==> src/rtl/dcmp_w1_encode.sv <==
// Packs ML-DSA w1 high-part coefficients (4 bits each, 4 lanes per beat) into 64-bit words for the c~ absorb path.
// Optional build macro DCMP_W1_RANGE_CHK_EN adds a sticky range_err_o flag for lanes wider than 4 bits.
module dcmp_w1_encode #(
   parameter int NUM_POLY   = 8,
   parameter int COEFF_IN_W = 6,
   parameter int COEFF_PK_W = 4,
   parameter int LANES      = 4,
   parameter int OUT_W      = 64
) (
   input  logic                        clk,
   input  logic                        reset_n,
   input  logic                        zeroize,
   input  logic                        start_i,
   input  logic                        mode_i,
   input  logic [LANES*COEFF_IN_W-1:0] w1_i,
   input  logic                        w1_valid_i,
   output logic                        w1_ready_o,
   output logic [OUT_W-1:0]            data_o,
   output logic                        data_valid_o,
   input  logic                        data_ready_i,
   output logic                        data_last_o,
   output logic                        mode_o,
   output logic                        busy_o,
`ifdef DCMP_W1_RANGE_CHK_EN
   output logic                        range_err_o,
`endif
   output logic                        done_o
);

   localparam int BEAT_W         = LANES * COEFF_PK_W;
   localparam int BEATS_PER_WORD = OUT_W / BEAT_W;
   localparam int NUM_WORDS      = NUM_POLY * 256 * COEFF_PK_W / OUT_W;
   localparam int BEAT_CNT_W     = $clog2(BEATS_PER_WORD);
   localparam int WORD_CNT_W     = $clog2(NUM_WORDS);
   localparam int ACC_W          = (BEATS_PER_WORD - 1) * BEAT_W;
   localparam logic [BEAT_CNT_W-1:0] LAST_BEAT = BEAT_CNT_W'(BEATS_PER_WORD - 1);
   localparam logic [WORD_CNT_W-1:0] LAST_WORD = WORD_CNT_W'(NUM_WORDS - 1);

   typedef enum logic {SIGN_OP = 1'b0, VERIFY_OP = 1'b1} dcmp_mode_t;
   typedef enum logic [1:0] {S_IDLE, S_PACK, S_DRAIN} state_t;

   state_t                r_state;
   dcmp_mode_t            r_mode;
   logic [BEAT_CNT_W-1:0] r_beat_cnt;
   logic [WORD_CNT_W-1:0] r_word_cnt;
   logic [ACC_W-1:0]      r_acc;
   logic [OUT_W-1:0]      r_data;
   logic                  r_valid;
   logic                  r_last;
   logic                  r_done;
   logic [BEAT_W-1:0]     w_nib;
   logic                  w_beat_acc;
   logic                  w_out_hs;

   // NOTE: every variable assigned in always_comb gets a default first so no latch is inferred.
   always_comb begin
      w_nib = '0;
      for (int j = 0; j < LANES; j++)
         w_nib[j*COEFF_PK_W +: COEFF_PK_W] = w1_i[j*COEFF_IN_W +: COEFF_PK_W];
   end

`ifdef DCMP_W1_RANGE_CHK_EN
   logic r_range_err;
   logic w_hi_err;

   always_comb begin
      w_hi_err = 1'b0;
      for (int j = 0; j < LANES; j++)
         w_hi_err = w_hi_err | (|w1_i[j*COEFF_IN_W+COEFF_PK_W +: COEFF_IN_W-COEFF_PK_W]);
   end

   assign range_err_o = r_range_err;
`else
   logic w_unused_hi;

   always_comb begin
      w_unused_hi = 1'b0;
      for (int j = 0; j < LANES; j++)
         w_unused_hi = w_unused_hi | (|w1_i[j*COEFF_IN_W+COEFF_PK_W +: COEFF_IN_W-COEFF_PK_W]);
   end
`endif

   // The last beat of a word may enter only if the output register is free or emptying this cycle.
   assign w1_ready_o = (r_state == S_PACK) &&
                       ((r_beat_cnt != LAST_BEAT) || !r_valid || data_ready_i);
   assign w_beat_acc = w1_valid_i && w1_ready_o;
   assign w_out_hs   = r_valid && data_ready_i;

   assign data_o       = r_data;
   assign data_valid_o = r_valid;
   assign data_last_o  = r_valid && r_last;
   assign mode_o       = r_mode;
   assign busy_o       = (r_state != S_IDLE);
   assign done_o       = r_done;

   // NOTE: state uses non-blocking assignments only; the accumulator is an ordinary register and is cleared on reset so no stale key material survives.
   always_ff @(posedge clk or negedge reset_n) begin
      if (!reset_n) begin
         r_state     <= S_IDLE;
         r_mode      <= SIGN_OP;
         r_beat_cnt  <= '0;
         r_word_cnt  <= '0;
         r_acc       <= '0;
         r_data      <= '0;
         r_valid     <= 1'b0;
         r_last      <= 1'b0;
         r_done      <= 1'b0;
`ifdef DCMP_W1_RANGE_CHK_EN
         r_range_err <= 1'b0;
`endif
      end else if (zeroize) begin
         r_state     <= S_IDLE;
         r_mode      <= SIGN_OP;
         r_beat_cnt  <= '0;
         r_word_cnt  <= '0;
         r_acc       <= '0;
         r_data      <= '0;
         r_valid     <= 1'b0;
         r_last      <= 1'b0;
         r_done      <= 1'b0;
`ifdef DCMP_W1_RANGE_CHK_EN
         r_range_err <= 1'b0;
`endif
      end else begin
         r_done <= 1'b0;
         if (w_out_hs) begin
            r_valid <= 1'b0;
            r_last  <= 1'b0;
         end
         case (r_state)
            S_IDLE: begin
               if (start_i) begin
                  r_mode      <= dcmp_mode_t'(mode_i);
                  r_beat_cnt  <= '0;
                  r_word_cnt  <= '0;
                  r_state     <= S_PACK;
`ifdef DCMP_W1_RANGE_CHK_EN
                  r_range_err <= 1'b0;
`endif
               end
            end
            S_PACK: begin
               if (w_beat_acc) begin
`ifdef DCMP_W1_RANGE_CHK_EN
                  if (w_hi_err)
                     r_range_err <= 1'b1;
`endif
                  r_beat_cnt <= r_beat_cnt + 1'b1;
                  if (r_beat_cnt == LAST_BEAT) begin
                     // A load here overrides the handshake clear above: drain and reload in one cycle.
                     r_data     <= {w_nib, r_acc};
                     r_valid    <= 1'b1;
                     r_last     <= (r_word_cnt == LAST_WORD);
                     r_word_cnt <= r_word_cnt + 1'b1;
                     if (r_word_cnt == LAST_WORD)
                        r_state <= S_DRAIN;
                  end else begin
                     for (int b = 0; b < BEATS_PER_WORD - 1; b++)
                        if (r_beat_cnt == BEAT_CNT_W'(b))
                           r_acc[b*BEAT_W +: BEAT_W] <= w_nib;
                  end
               end
            end
            S_DRAIN: begin
               if (w_out_hs) begin
                  r_state <= S_IDLE;
                  r_done  <= 1'b1;
               end
            end
            default: r_state <= S_IDLE;
         endcase
      end
   end

endmodule

==> config.mk <==
export PLATFORM = sky130hd
export DESIGN_NAME = dcmp_w1_encode
export DESIGN_NICKNAME = d
export VERILOG_FILES = /design/src/rtl/dcmp_w1_encode.sv
export SDC_FILE = /design/constraint.sdc
export NUM_CORES = 1
export LEC_CHECK = 0
export BUFFER_PORTS_ARGS = -buffer_cell sky130_fd_sc_hd__clkbuf_2
export CAP_MARGIN = 20
export CORE_ASPECT_RATIO = 0.9
export CORE_MARGIN = 4
export CORE_UTILIZATION = 30
export DETAILED_ROUTE_END_ITERATION = 7
export MAX_ROUTING_LAYER = met4
export PLACE_DENSITY = 0.57
export SETUP_SLACK_MARGIN = 0.05
export SLEW_MARGIN = 20
export SYNTH_ARGS = -nofsm -noshare
export SYNTH_HDL_FRONTEND = slang
export SYNTH_SLANG_ARGS = --single-unit
==> constraint.sdc <==
create_clock -name clk -period 2.3 [get_ports clk]
set_clock_uncertainty 0.05 [all_clocks]
set_input_delay 0.345 -clock clk [delete_from_list [all_inputs] [get_ports clk]]
set_output_delay 0.345 -clock clk [all_outputs]
set_load 0.005 [all_outputs]
After elaboration in Yosys (flattened, before gate mapping)
Index checks and enable logic that the tools add are counted.

Register bits after elaboration: 127. Input bits: 31. Output and inout port bits: 70.

$add $sub $neg: 2. Equality and inequality tests: 13. Muxes and demuxes: 43. Reductions and logical operators: 27.

Operators by type and width (count): 2-to-1 mux 64 bit (4); 2-to-1 mux 48 bit (4); 2-to-1 mux 16 bit (3); 2-to-1 mux 7 bit (4); 2-to-1 mux 2 bit (9); nonzero test 2 bit (9); 2-to-1 mux 1 bit (16); AND reduction 4 bit (4); case mux 7 bit (2 select lines) (1); != test 3 bit, second input constant (3); adder 7 x 1 -> 7 bit, second input constant (1); == test 7 bit, second input constant (1); == test 2 bit, second input constant (3); != test 3 x 2 -> 1 bit, second input constant (2); case mux 2 bit (3 select lines) (1); AND reduction 3 bit (2); AND reduction 5 bit (1); == test 2 x 1 -> 1 bit, second input constant (2); logical AND 1 bit (4); zero test 2 bit (2); != test 2 bit, second input constant (2); case mux 2 bit (2 select lines) (1); nonzero test 3 bit (1); adder 2 x 1 -> 2 bit, second input constant (1); 3 further kinds (4).

Logic depth before layout (Yosys ltp)
Word-level depth: 8. Gate-level depth with buffers: 7.

Worst setup path after synthesis
No wires, ideal clock.

Path kind: register to register. From: register r_beat_cnt[0]. To: register r_word_cnt[1]. Setup time: 0.149 ns. Data arrival time: 1.452 ns. Required time: 2.101 ns. Slack: 0.648 ns. Stages on the path, launching flop included: 5. Path buffers: 0. Clock period less this slack: 1.652 ns. Cells stage by stage: dfrtp_1 ha_1 and2_1 a311oi_1 o21ai_0.

Cells in the longest elaborated chain, start to end: 7. Elaborated cells on any way between the ends: 9. Those cells by class: eq/ne: 4; reduce/logical: 5.

Ends and longest elaborated chain: start: declaration (line 44) `logic [BEAT_CNT_W-1:0] r_beat_cnt;`; start signal: assignment (line 148) `r_beat_cnt <= r_beat_cnt + 1'b1;`; != test 2 bit (line 85) `((r_beat_cnt != LAST_BEAT) || !r_valid || data_ready_i);`; logical OR 1 bit (2 in a row) (line 85); logical AND 1 bit (line 84) `assign w1_ready_o = (r_state == S_PACK) &&`; logical AND 1 bit (line 86) `assign w_beat_acc = w1_valid_i && w1_ready_o;`; != test 3 bit (no line); AND reduction 4 bit (no line) *; end signal: assignment (line 154) `r_word_cnt <= r_word_cnt + 1'b1;`; end: declaration (line 45) `logic [WORD_CNT_W-1:0] r_word_cnt;`.

Every way passes the cells marked *; elsewhere a longest branch is shown, timed or not. A chain may end at the register's enable or synchronous reset.

Worst setup path in the final report
From: register r_beat_cnt[0]. To: register r_acc[30].

Cells in the longest elaborated chain, start to end: 7. Elaborated cells on any way between the ends: 11. Those cells by class: eq/ne: 4; reduce/logical: 7.

Ends and longest elaborated chain: != test 2 bit (line 85); logical OR 1 bit (2 in a row) (line 85); logical AND 1 bit (line 84); logical AND 1 bit (line 86); nonzero test 2 bit (no line); AND reduction 4 bit (no line) *; end signal: indexed assignment (line 160) `r_acc[b*BEAT_W +: BEAT_W] <= w_nib;`; end: declaration (line 46) `logic [ACC_W-1:0] r_acc;`.

Marks and branches as above.

==> impl_metrics.csv <==
group,metric,value,unit
logic_synthesis,ys_ff_latch,127,
power,total_leakage_power,3.02,nW
clocking,htree_levels,4,
detailed_routing,drt_iter0_drc,304,
place,dp_hpwl,9610,um
detailed_routing,vias,4292,
logic_synthesis,synthFlopType,"dfrtp_1",
place,post-place-cells,886,
final_layout,nNetsFinal,707,
global_routing,grt_util_met3,4.05,%
clocking,ctsResizeCount,0,
logic_synthesis,synth_compound_area_share,13.0,%
sta,maxSlewHeadroom,55.7,%
global_routing,grt.total_usage,15.9,%
global_routing,grt_pass1_wl,24000,um
floorplan,die_w,148,um
hold_path,hp-class,"in2reg",
logic_synthesis,yosysTopAreaCell,"dfrtp_1",
logic_synthesis,synthXorXnorAreaFrac,0,%
detailed_routing,wl,14700,um
worst_setup_path,cpPeakStageDelay,0.43,ns
final_layout,final_util,38.8,%
sta,final_hold_viol_count,0,
worst_setup_path,path_cells,"ha_1 > and4bb_1 > nand2_1 > nand2_1 > a21oi_1",
final_layout,post-route-cell-area,0.00667,mm2
final_layout,fillers,1783,
clocking,clk_root_buffer_cell,"clkbuf_16",
logic_synthesis,synth_adder_area_share,1.17,%
sta,setup-violations-final,0,
detailed_routing,drc,0,
floorplan,ios,101,
logic_synthesis,synth_seq_area_share,59.7,%
sta,finalCritPeriodShare,86.1,%
power,ir_worst_vdd,0.528,mV
worst_setup_path,crit_top_cell,"nand2_1",
global_routing,grt_busiest_layer,"met2",
global_routing,grt_max_degree,67,
sta,tightest_slew,0.665,ns
worst_setup_path,path_max_fanout,16,
worst_setup_path,worstPathRequired,2.52,ns
logic_synthesis,syn_inst,585,
worst_setup_path,arrival,2.20,ns
logic_synthesis,synth_area,0.00533,mm2
sta,timing.fmax,505,MHz
power,power,5.27,mW
floorplan,core,0.0172,mm2
clocking,insertion_delay,0.41,ns
worst_setup_path,endpoint_kind,"register",
final_layout,instances_no_fill,918,
worst_setup_path,path_buf_inv,0,
final_layout,diodes,0,
sta,final.setup.worst_slack,0.319,ns
floorplan,design.die.area,0.0200,mm2
logic_synthesis,synthMuxAreaShare,0.564,%
logic_synthesis,synth_nets,621,
final_layout,drive_above_1_share,20.8,%
worst_setup_path,startpoint_type,"register",
clocking,cts_setup_buffers,0,
place,gp_congestion,0.725,
worst_setup_path,slowest_stage,"dfrtp_1",
detailed_routing,viasPerCell,4.68,
sta,hold_ws,0.133,ns
global_routing,antenna_found_initial,0,
worst_setup_path,crit_type,"reg2reg",
detailed_routing,dr.pass1.iters,4,
global_routing,grt-ovfl-total,0,
logic_synthesis,synth_top_area_share,59.7,%
clocking,path_clk_slew,0.05,ns
global_routing,global_route.usage.met1,22.0,%
sta,slew_violations,0,
logic_synthesis,synth_top_family_by_area,"simple AND/OR/NAND/NOR gates",
clocking,cts_max_path_buffers,2,
sta,rsz0062_at_grt,"no",
logic_synthesis,avgSynthCellArea,9.11,um2
logic_synthesis,synth.top_cells.by_area,"dfrtp_1 60%, nand2_1 16%, a21oi_1 11%, buf_2 1.2%, ha_1 1.2%",
floorplan,std_cell_rows,45,
power,power.density,790,mW/mm2
final_layout,area_growth,25.2,%
clocking,cts_tree,"built",
logic_synthesis,postSynth.asyncResetShare,100,%
run_status,status,"finished, final reports clean",
place,placed_area,0.00604,mm2
logic_synthesis,synth_cell_types,39,
global_routing,grtUsageMet2,23.1,%
clocking,cts.sinks,127,
floorplan,die_h,134,um
logic_synthesis,synthSimpleGateAreaFrac,21.2,%
worst_setup_path,crit_family,"simple AND/OR/NAND/NOR gates",
detailed_routing,ant_nets,0,
place,dp_slack,0.323,ns
floorplan,start_util,31.0,%
detailed_routing,wl_per_cell,16.1,um
global_routing,grt_pass1_vias,4382,
run,drv_cap,0,
clocking,cts-buffers-inserted,17,
logic_synthesis,ys_warn_count,0,
logic_synthesis,synth-edff-count,0,
sta,min_period,1.98,ns
place,io_buffers,92,
sta,setup_tns,0,ns
[cells in the final DEF, fill, tap and decap left out, types with 2 or more instances in the layout]
cell,n
a21oi_1,115
a31oi_1,2
and2_1,6
and3_1,3
buf_12,5
buf_4,11
bufinv_16,2
clkbuf_16,17
clkbuf_2,90
clkbuf_8,9
clkinv_2,2
dfrtp_1,127
ha_1,5
inv_1,4
mux2i_1,3
nand2_1,233
nand2b_1,2
nand3_1,9
nor2_1,5
o21ai_0,5
o21ai_1,3
o31ai_1,2
[final timing paths]
kind	start	end	slack, ns	cells past startpoint
setup / recovery	r_beat_cnt[0]$_DFFE_PN0P_	r_acc[30]$_DFFE_PN0P_	0.32	5
hold / removal	mode_i	mode_o$_DFFE_PN0P_	0.13	3
setup reg to reg	r_beat_cnt[0]$_DFFE_PN0P_	r_acc[30]$_DFFE_PN0P_	0.32	5
hold reg to reg	r_word_cnt[1]$_DFFE_PN0P_	r_word_cnt[1]$_DFFE_PN0P_	0.45	2
max in group asynchronous	reset_n	r_acc[30]$_DFFE_PN0P_	1.07	3
min in group asynchronous	reset_n	r_word_cnt[6]$_DFFE_PN0P_	0.45	2
[synthesized netlist by cell type, drive strengths merged (3+ instances only)]
cell	n
buf	24
clkbuf	16
nand3	10
inv	4
mux2i	3
a21oi	115
nor2	5
o21ai	8
dfrtp	127
and3	4
and2	6
nand2	233
ha	5
[registers in the layout (all words and copies together), names as in the netlist]
| name | cells |
|---|---|
| r_last | 1 |
| data_valid_o | 1 |
| data_o | 64 |
| r_beat_cnt | 2 |
| r_word_cnt | 7 |
| r_state | 2 |
| r_acc | 48 |
| mode_o | 1 |
| done_o | 1 |
[power breakdown]
part           switching (mW)  internal (mW)
combinational           0.165         0.0609
sequential             0.0144           2.25
clock                   0.931           1.85
[kinds of logic after synthesis]
logic type,after synthesis
AO/OA/AOI/OAI,133
AND/OR/NAND/NOR,273
multiplexers,3
adder cells (fa/ha/maj),5
flip-flops,127
buffers and inverters,44
[final cells by class]
class	instances	area, um2	area share (%)
clock buffers	27	553	8.29
repair buffers	107	643	9.64
clock inverters	4	70.1	1.05
multi-input cells	414	1920	28.8
flip-flops and latches	127	3180	47.6
well taps	235	294	4.41
inverters	4	15.0	0.225
[routing by layer]
metal,vias up,share of wire [%]
met4,0,0.87
met2,111,46
met3,9,6.5
met5,-,0
met1,2083,47
li1,2089,-
[tightest hold or removal path, cell delays in order]
cell and delay, ns:
clkbuf_2 0.07, mux2i_1 0.05, nor2_1 0.08
[repair_timing]
| item | CTS | global route |
|---|---|---|
| endpoints found under the setup margin | 0 | 0 |
| endpoints found under the hold margin | 42 | 0 |
| hold buffers | 1 | 0 |
Note: power is estimated with default switching activity, not from simulation.
